$ cat src/rtl/async_fifo_pkg.sv
// Shared helpers for the asynchronous FIFO: Gray/binary conversion.
// Pointers are PTR_W = ADDR_WIDTH+1 bits wide; callers size-cast the 32-bit results.
package async_fifo_pkg;

    localparam int CONV_W = 32;

    function automatic logic [CONV_W-1:0] bin2gray(input logic [CONV_W-1:0] b);
        return b ^ (b >> 1);
    endfunction

    // Each binary bit is the XOR of all Gray bits at or above it.
    function automatic logic [CONV_W-1:0] gray2bin(input logic [CONV_W-1:0] g);
        logic [CONV_W-1:0] b;
        b[CONV_W-1] = g[CONV_W-1];
        for (int i = CONV_W - 2; i >= 0; i--) begin
            b[i] = b[i+1] ^ g[i];
        end
        return b;
    endfunction

endpackage

$ cat src/rtl/gray_to_bin.sv
// Combinational Gray-to-binary converter, shared by the read and write pointer blocks.
module gray_to_bin
    import async_fifo_pkg::*;
#(
    parameter int WIDTH = 7
) (
    input  logic [WIDTH-1:0] gray,
    output logic [WIDTH-1:0] bin
);

    assign bin = WIDTH'(gray2bin(CONV_W'(gray)));

endmodule

$ cat src/rtl/wptr_full_ctrl.sv
// Write-domain pointer, full flag, fill level and sticky overflow for the async FIFO.
// Optional almost_full output is built when ALMOST_FULL_EN is defined.
module wptr_full_ctrl
    import async_fifo_pkg::*;
#(
    parameter int ADDR_WIDTH = 6,
    parameter int AF_THRESH  = 2**ADDR_WIDTH - 4
) (
    input  logic                  clk,
    input  logic                  rstn,
    input  logic                  winc,
    input  logic [ADDR_WIDTH:0]   rptr_sync,
    output logic                  wen,
    output logic [ADDR_WIDTH-1:0] waddr,
    output logic [ADDR_WIDTH:0]   wptr,
    output logic                  full,
    output logic [ADDR_WIDTH:0]   wlevel,
`ifdef ALMOST_FULL_EN
    output logic                  almost_full,
`endif
    output logic                  overflow
);

    localparam int PTR_W = ADDR_WIDTH + 1;

    if (AF_THRESH < 0 || AF_THRESH > 2**ADDR_WIDTH) begin : g_bad_af_thresh
        $error("AF_THRESH must lie within 0..2**ADDR_WIDTH");
    end

    logic [PTR_W-1:0] wbin;
    logic [PTR_W-1:0] wbin_next;
    logic [PTR_W-1:0] wgray_next;
    logic [PTR_W-1:0] rbin;
    logic [PTR_W-1:0] wlevel_next;
    logic             full_next;

    gray_to_bin #(
        .WIDTH (PTR_W)
    ) u_rptr_bin (
        .gray (rptr_sync),
        .bin  (rbin)
    );

    // RAM writes are also blocked while reset is asserted.
    assign wen   = winc & ~full & rstn;
    assign waddr = wbin[ADDR_WIDTH-1:0];

    assign wbin_next   = wbin + PTR_W'(wen);
    assign wgray_next  = PTR_W'(bin2gray(CONV_W'(wbin_next)));
    assign wlevel_next = wbin_next - rbin;

    // Full when write pointer has lapped the read pointer: top two Gray bits inverted.
    assign full_next = (wgray_next == {~rptr_sync[PTR_W-1:PTR_W-2], rptr_sync[PTR_W-3:0]});

    always_ff @(posedge clk or negedge rstn) begin
        if (!rstn) begin
            wbin     <= '0;
            wptr     <= '0;
            full     <= 1'b0;
            wlevel   <= '0;
            overflow <= 1'b0;
        end else begin
            wbin   <= wbin_next;
            wptr   <= wgray_next;
            full   <= full_next;
            wlevel <= wlevel_next;
            if (winc && full) begin
                overflow <= 1'b1;
            end
        end
    end

`ifdef ALMOST_FULL_EN
    always_ff @(posedge clk or negedge rstn) begin
        if (!rstn) begin
            almost_full <= 1'b0;
        end else begin
            almost_full <= (CONV_W'(wlevel_next) >= CONV_W'(AF_THRESH));
        end
    end
`endif

endmodule

$ cat config.mk
export PLATFORM = sky130hd
export DESIGN_NAME = wptr_full_ctrl
export DESIGN_NICKNAME = d
export VERILOG_FILES = /design/src/rtl/async_fifo_pkg.sv /design/src/rtl/gray_to_bin.sv /design/src/rtl/wptr_full_ctrl.sv
export SDC_FILE = /design/constraint.sdc
export NUM_CORES = 1
export LEC_CHECK = 0
export BUFFER_PORTS_ARGS = -buffer_cell sky130_fd_sc_hd__buf_2
export CORE_MARGIN = 2
export CORE_UTILIZATION = 39
export CTS_CLUSTER_DIAMETER = 200
export DETAILED_ROUTE_END_ITERATION = 16
export PLACE_DENSITY = 0.58
export SYNTH_ARGS = -nofsm -noshare
export SYNTH_HDL_FRONTEND = slang
export SYNTH_HIERARCHICAL = 1
export SYNTH_SLANG_ARGS = --single-unit
$ cat constraint.sdc
create_clock -name clk -period 2.9 [get_ports clk]
set_clock_uncertainty 0.05 [all_clocks]
set_input_delay 0.87 -clock clk [delete_from_list [all_inputs] [get_ports clk]]
set_output_delay 0.87 -clock clk [all_outputs]
set_load 0.02 [all_outputs]
==> flow_metrics.py, run 1 <==
metrics = {
    "die": {
        "io_pins": 33,
        "core.rowCount": 21,
        "core_mm2": 0.003363,
        "die_h_um": 63.38,
        "die_x_um": 63.38,
        "start_util": 0.4089,
        "die-area_mm2": 0.004017,
    },
    "critical_path": {
        "critPathLaunch": "rptr_sync[0]",
        "slowest_stage": "xnor3_1",
        "worstSetupStartpointType": "input port",
        "critical_path_buf_inv_count": 2,
        "crit_family": "XOR/XNOR gates",
        "cp.arrival_ns": 2.98,
        "cp_cell_sequence": "buf_2 > xnor3_1 > xnor3_1 > ha_2 > inv_1 > fa_2 > a21o_1 > a21oi_2 > maj3_1 > o21bai_1 > xnor2_1",
        "r2r-start": "full$_DFF_PN0_",
        "critical_path_class": "in2reg",
        "r2r_setup_slack_ns": 0.54,
        "cp_max_fo": 2,
        "cpPeakStageDelay_ns": 0.39,
        "path_common_cell": "xnor3_1",
        "crit_path_end_kind": "flip-flop",
        "crit_required_ns": 3.08,
        "r2r_end": "wlevel[5]$_DFF_PN0_",
        "reg2reg_depth": 11,
    },
    "global_route": {
        "antenna_found_initial": 0,
        "grt_max_degree": 23,
        "gr-total-overflow": 0,
        "grt_pass1_wl_mm": 5.078,
        "grt_util_all_layers": 0.1649,
        "first_global_vias": 1096,
    },
    "synthesis": {
        "syn_area_mm2": 0.001375,
        "synth_common_cells": "22 x dfrtp_1, 15 x xnor2_1, 10 x inv_1",
        "synth_area_leaders": "dfrtp_1 40%, xnor2_1 9.6%, xnor3_1 8.2%",
        "synth_nets": 131,
        "syn_area_per_cell_um2": 12.17,
        "yosysWarnings": 6,
        "yosysUniqueCellTypes": 34,
        "yosysMostFrequentCell": "dfrtp_1",
        "seq_area_frac_synth": 0.4004,
        "yosys.area.top_type": "dfrtp_1",
        "synthArstFlopShare": 1.000,
        "syn_inst": 113,
        "synthFlopType": "dfrtp_1",
        "synth_seq_cells": 22,
        "synthDominantCellAreaShare": 0.4004,
        "synth_enable_flop_cells": 0,
    },
    "cells_and_area": {
        "final_cell_area_mm2": 0.001911,
        "syn_to_final_growth_pct": 38.94,
        "finish.utilization": 0.5681,
        "fill_cells": 330,
        "nets": 196,
        "diodes": 0,
        "regArea_um2": 550.5,
        "layout-drive-gt1-share": 0.5000,
        "multiInputGateArea_um2": 857.1,
    },
    "detailed_routing": {
        "drt_iter0_markers": 20,
        "ant_nets": 0,
        "wl_mm": 2.831,
        "wl_per_cell_um": 12.75,
        "vias": 999,
        "viasPerCell": 4.500,
        "drtPass1Iterations": 4,
        "drc": 0,
    },
    "worst_hold_path": {
        "hp-class": "reg2reg",
        "hold_path_depth": 1,
        "holdPathEnd": "overflow$_DFFE_PN0P_",
        "holdCritStartpoint": "overflow$_DFFE_PN0P_",
    },
    "job": {
        "drv_cap": 0,
    },
    "clock_network": {
        "path_clk_slew_ns": 0.13,
        "clock_latency_ns": 0.30,
        "cts_tree": "built",
        "cts.path.max_buffers": 2,
        "h-tree-depth": 1,
        "cts_buffers": 3,
        "cts_root_buf": "clkbuf_4",
        "cts.sinks": 22,
        "post-cts-setup-buffers": 0,
    },
    "placed_design": {
        "portBuffers": 32,
        "dpl_cell_area_mm2": 0.001886,
        "routabilityCongestion": 0.7736,
        "hpwl_mm": 2.414,
    },
    "pwr": {
        "p_leak_nw": 0.9780,
        "p_per_area_mw_per_mm2": 1083,
        "worst_ir_drop_vdd_v": 0.0004683,
        "p_total_w": 0.002070,
    },
    "run_status": {
        "outcome": "completed",
    },
    "sta": {
        "whs_ns": 0.4309,
        "fin_crit_sh": 0.9677,
        "drv_slew": 0,
        "rsz0062_at_grt": "no",
        "max_freq_mhz": 356.3,
        "fin_crit_ns": 2.806,
        "setup_viol": 0,
        "slew_headroom": 0.7288,
        "finalHoldViolations": 0,
        "tightest_slew_ns": 0.4039,
    },
}
-- final cells by class --
| cell class | instances | share of cell area |
|---|---|---|
| Clock buffer | 3 | 0.01179 |
| Sequential cell | 22 | 0.2881 |
| Timing Repair Buffer | 61 | 0.1978 |
| Inverter | 12 | 0.02358 |
| Multi-Input combinational cell | 78 | 0.4486 |
| Tap cell | 46 | 0.03012 |
-- worst max path at each step --
stage / cells past startpoint / end
finish: 11 / wlevel[6]$_DFF_PN0_
global route: 11 / wlevel[6]$_DFF_PN0_
CTS: 11 / wlevel[6]$_DFF_PN0_
detailed placement: 11 / wlevel[6]$_DFF_PN0_
global placement: 11 / wlevel[6]$_DFF_PN0_
floorplan: 10 / wlevel[6]$_DFF_PN0_
-- stage by stage --
stage	instances	worst slack [ns]	TNS (ns)
floorplan	113	-0.07740	-0.1498
global placement	219	-0.2114	-0.5611
detailed placement	219	-0.2347	-0.6495
CTS	222	0.07935	0
global route	222	0.002746	0
finish	222	0.09376	0
-- cell families (layout without fill, tap and decap cells) --
kind of cell | count (synthesis) | after routing | share of synthesized area
compound gates | 12 | 12 | 0.07006
xor+xnor | 33 | 33 | 0.3021
fa+ha+maj | 9 | 9 | 0.08553
buf+inv | 13 | 76 | 0.03822
flops | 22 | 22 | 0.4004
mux | 1 | 1 | 0.01092
simple gates | 23 | 23 | 0.09281
-- flip-flops by register name (all words and copies together) (netlist names) --
| name | flops |
|---|---|
| full | 1 |
| overflow | 1 |
| wbin | 7 |
| wlevel | 7 |
| wptr | 6 |
-- placed cells by master, fill, tap and decap left out, types with 4 or more instances in the layout --
master and count:
xnor2_1 15, nor2_1 4, xnor3_1 5, inv_2 4, buf_2 32, dfrtp_1 22, inv_1 8, xor2_1 7
buf_4 29, nand2_1 5
-- report_power, final --
part           leakage, nW  switching (W)  total (W)  internal [W]
Combinational        0.693       0.000710    0.00140      0.000691
Sequential           0.272      0.0000817   0.000529      0.000448
Clock               0.0138      0.0000913   0.000140     0.0000484
Total                0.978       0.000883    0.00207       0.00119
-- routing by layer --
| metal | wire length [um] | GRT usage | up-vias |
|---|---|---|---|
| met4 | 27 | 0.05707 | 0 |
| met3 | 66 | 0.01429 | 2 |
| met5 | 0 | 0 | - |
| met2 | 1484 | 0.2934 | 12 |
| met1 | 1253 | 0.2093 | 482 |
| li1 | - | - | 503 |
-- timing repair --
item,in CTS,in global routing
resized for setup,0,1
endpoints found under the setup margin,0,1
hold buffers,0,0
Note: power is estimated with default switching activity, not from simulation.
==> inputs of run 2 (changes only) <==
- CTS_CLUSTER_DIAMETER: 200 -> default
- clock period: 2.9 -> 3 ns (I/O delays scaled with it)
==> run 2 against run 1 <==
Effect of this change:
- clock power is 5% lower
- utilization fell by 1.2 points
- critical path depth unchanged
- sequential power shrank 4%
- worst setup slack better by 0.067 ns
- critical endpoint unchanged
==> flow_metrics.py, run 2 (synthesis results as in run 1) <==
metrics = {
    "run_status": {
        "outcome": "completed",
    },
    "placed_design": {
        "preCtsSetupSlack_ns": -0.1628,
        "portBuffers": 32,
        "routabilityCongestion": 0.7912,
        "hpwl_mm": 2.333,
    },
    "sta": {
        "setup_ws_ns": 0.1609,
        "setup_viol": 0,
        "finalHoldViolations": 0,
        "max_freq_mhz": 352.2,
        "tns_ns": 0,
        "slew_headroom": 0.7172,
        "fin_crit_ns": 2.839,
        "tightest_slew_ns": 0.4212,
        "fin_crit_sh": 0.9464,
        "drv_slew": 0,
        "rsz0062_at_grt": "no",
    },
    "global_route": {
        "grt_pass1_wl_mm": 4.685,
        "grt_util_all_layers": 0.1504,
        "antenna_found_initial": 0,
        "grt_max_degree": 23,
        "gr-total-overflow": 0,
        "first_global_vias": 993,
    },
    "cells_and_area": {
        "nets": 191,
        "syn_to_final_growth_pct": 36.03,
        "layout-drive-gt1-share": 0.4795,
        "diodes": 0,
        "final_cell_mix": "32 x buf_2, 24 x buf_4, 22 x dfrtp_1, 15 x xnor2_1, 8 x inv_1",
        "fill_cells": 325,
        "final_common_cell": "buf_2",
        "reg.largest.list": "wbin x7, wlevel x7, wptr x6",
        "finish.utilization": 0.5562,
    },
    "clock_network": {
        "hold_buffers": 0,
        "h-tree-depth": 1,
        "clock_latency_ns": 0.30,
        "cts_tree": "built",
        "path_clk_slew_ns": 0.13,
        "post-cts-setup-buffers": 0,
        "ctsResizeCount": 0,
        "cts_buffers": 3,
        "cts.sinks": 22,
        "cts_root_buf": "clkbuf_4",
        "cts.path.max_buffers": 2,
    },
    "critical_path": {
        "worstSetupStartpointType": "input port",
        "cp_max_fo": 2,
        "cp.arrival_ns": 3.02,
        "critical_path_class": "in2reg",
        "crit_required_ns": 3.18,
        "crit_path_end_kind": "flip-flop",
    },
    "die": {
        "io_pins": 33,
        "start_util": 0.4089,
        "die_x_um": 63.38,
        "core_mm2": 0.003363,
        "core.rowCount": 21,
        "die-area_mm2": 0.004017,
        "die_h_um": 63.38,
    },
    "pwr": {
        "p_leak_nw": 0.9548,
        "p_per_area_mw_per_mm2": 1046,
        "worst_ir_drop_vdd_v": 0.0004627,
    },
    "detailed_routing": {
        "viasPerCell": 4.548,
        "wl_per_cell_um": 12.73,
        "vias": 987,
        "wl_mm": 2.762,
        "drt_iter0_markers": 33,
        "drtPass1Iterations": 3,
        "drc": 0,
        "ant_nets": 0,
    },
    "job": {
        "drv_cap": 0,
    },
    "worst_hold_path": {
        "hp-class": "reg2reg",
    },
}
[run 2: changes by cell type in the layout (fill, tap and decap cells not counted)]
cell,change
ha_2,-1
ha_1,+1
buf_4,-5
[run 2: cell type report]
class	count	area, um^2	area share
sequential	22	550.5	0.2943
tap	46	57.56	0.03077
inverter	12	45.04	0.02408
clock buffer	3	22.52	0.01204
multi-input combinational	78	854.6	0.4569
timing repair buffer	56	340.3	0.1819
[run 2: routing by layer]
metal | vias up | global-route usage | part of all wire
met4 | 0 | 0.04076 | 0.0098
met3 | 2 | 0.01071 | 0.018
li1 | 492 | - | -
met5 | - | 0 | 0
met1 | 481 | 0.2105 | 0.47
met2 | 12 | 0.2526 | 0.51
[run 2: through the flow]
step	power [W]	cells	area (um^2)	hold slack (ns)
global placement	0.001828	214	1848	0.3835
CTS	0.001988	217	1871	0.4214
detailed placement	0.001848	214	1848	0.3932
floorplan	0.001386	113	1458	0.5154
global route	0.002117	217	1871	0.4369
finish	0.001956	217	1871	0.4194
[run 2: path summary, 6_finish.rpt]
check / depth (start not counted) / to / start / slack [ns]
worst min register to register: 1 / overflow$_DFFE_PN0P_ / overflow$_DFFE_PN0P_ / 0.42
min in group asynchronous: 2 / wbin[6]$_DFF_PN0_ / rstn / 0.52
worst max-delay path: 11 / wlevel[6]$_DFF_PN0_ / rptr_sync[2] / 0.16
worst min-delay path: 1 / overflow$_DFFE_PN0P_ / overflow$_DFFE_PN0P_ / 0.42
worst max register to register: 11 / wlevel[5]$_DFF_PN0_ / full$_DFF_PN0_ / 0.65
max in group asynchronous: 2 / wptr[2]$_DFF_PN0_ / rstn / 2.15
[run 2: where the power goes]
| group | total [W] | internal, W | switching, W |
|---|---|---|---|
| registers | 0.000510 | 0.000432 | 0.0000775 |
| logic | 0.00131 | 0.000637 | 0.000676 |
| clock network | 0.000133 | 0.0000467 | 0.0000867 |
| total | 0.00196 | 0.00112 | 0.000840 |
[run 2: critical path: stages]
cell	delay [ns]
buf_2	0.09
xnor3_1	0.39
xnor3_1	0.34
ha_1	0.21
inv_1	0.07
fa_2	0.19
a21o_1	0.13
a21oi_2	0.06
maj3_1	0.35
o21bai_1	0.16
xnor2_1	0.13
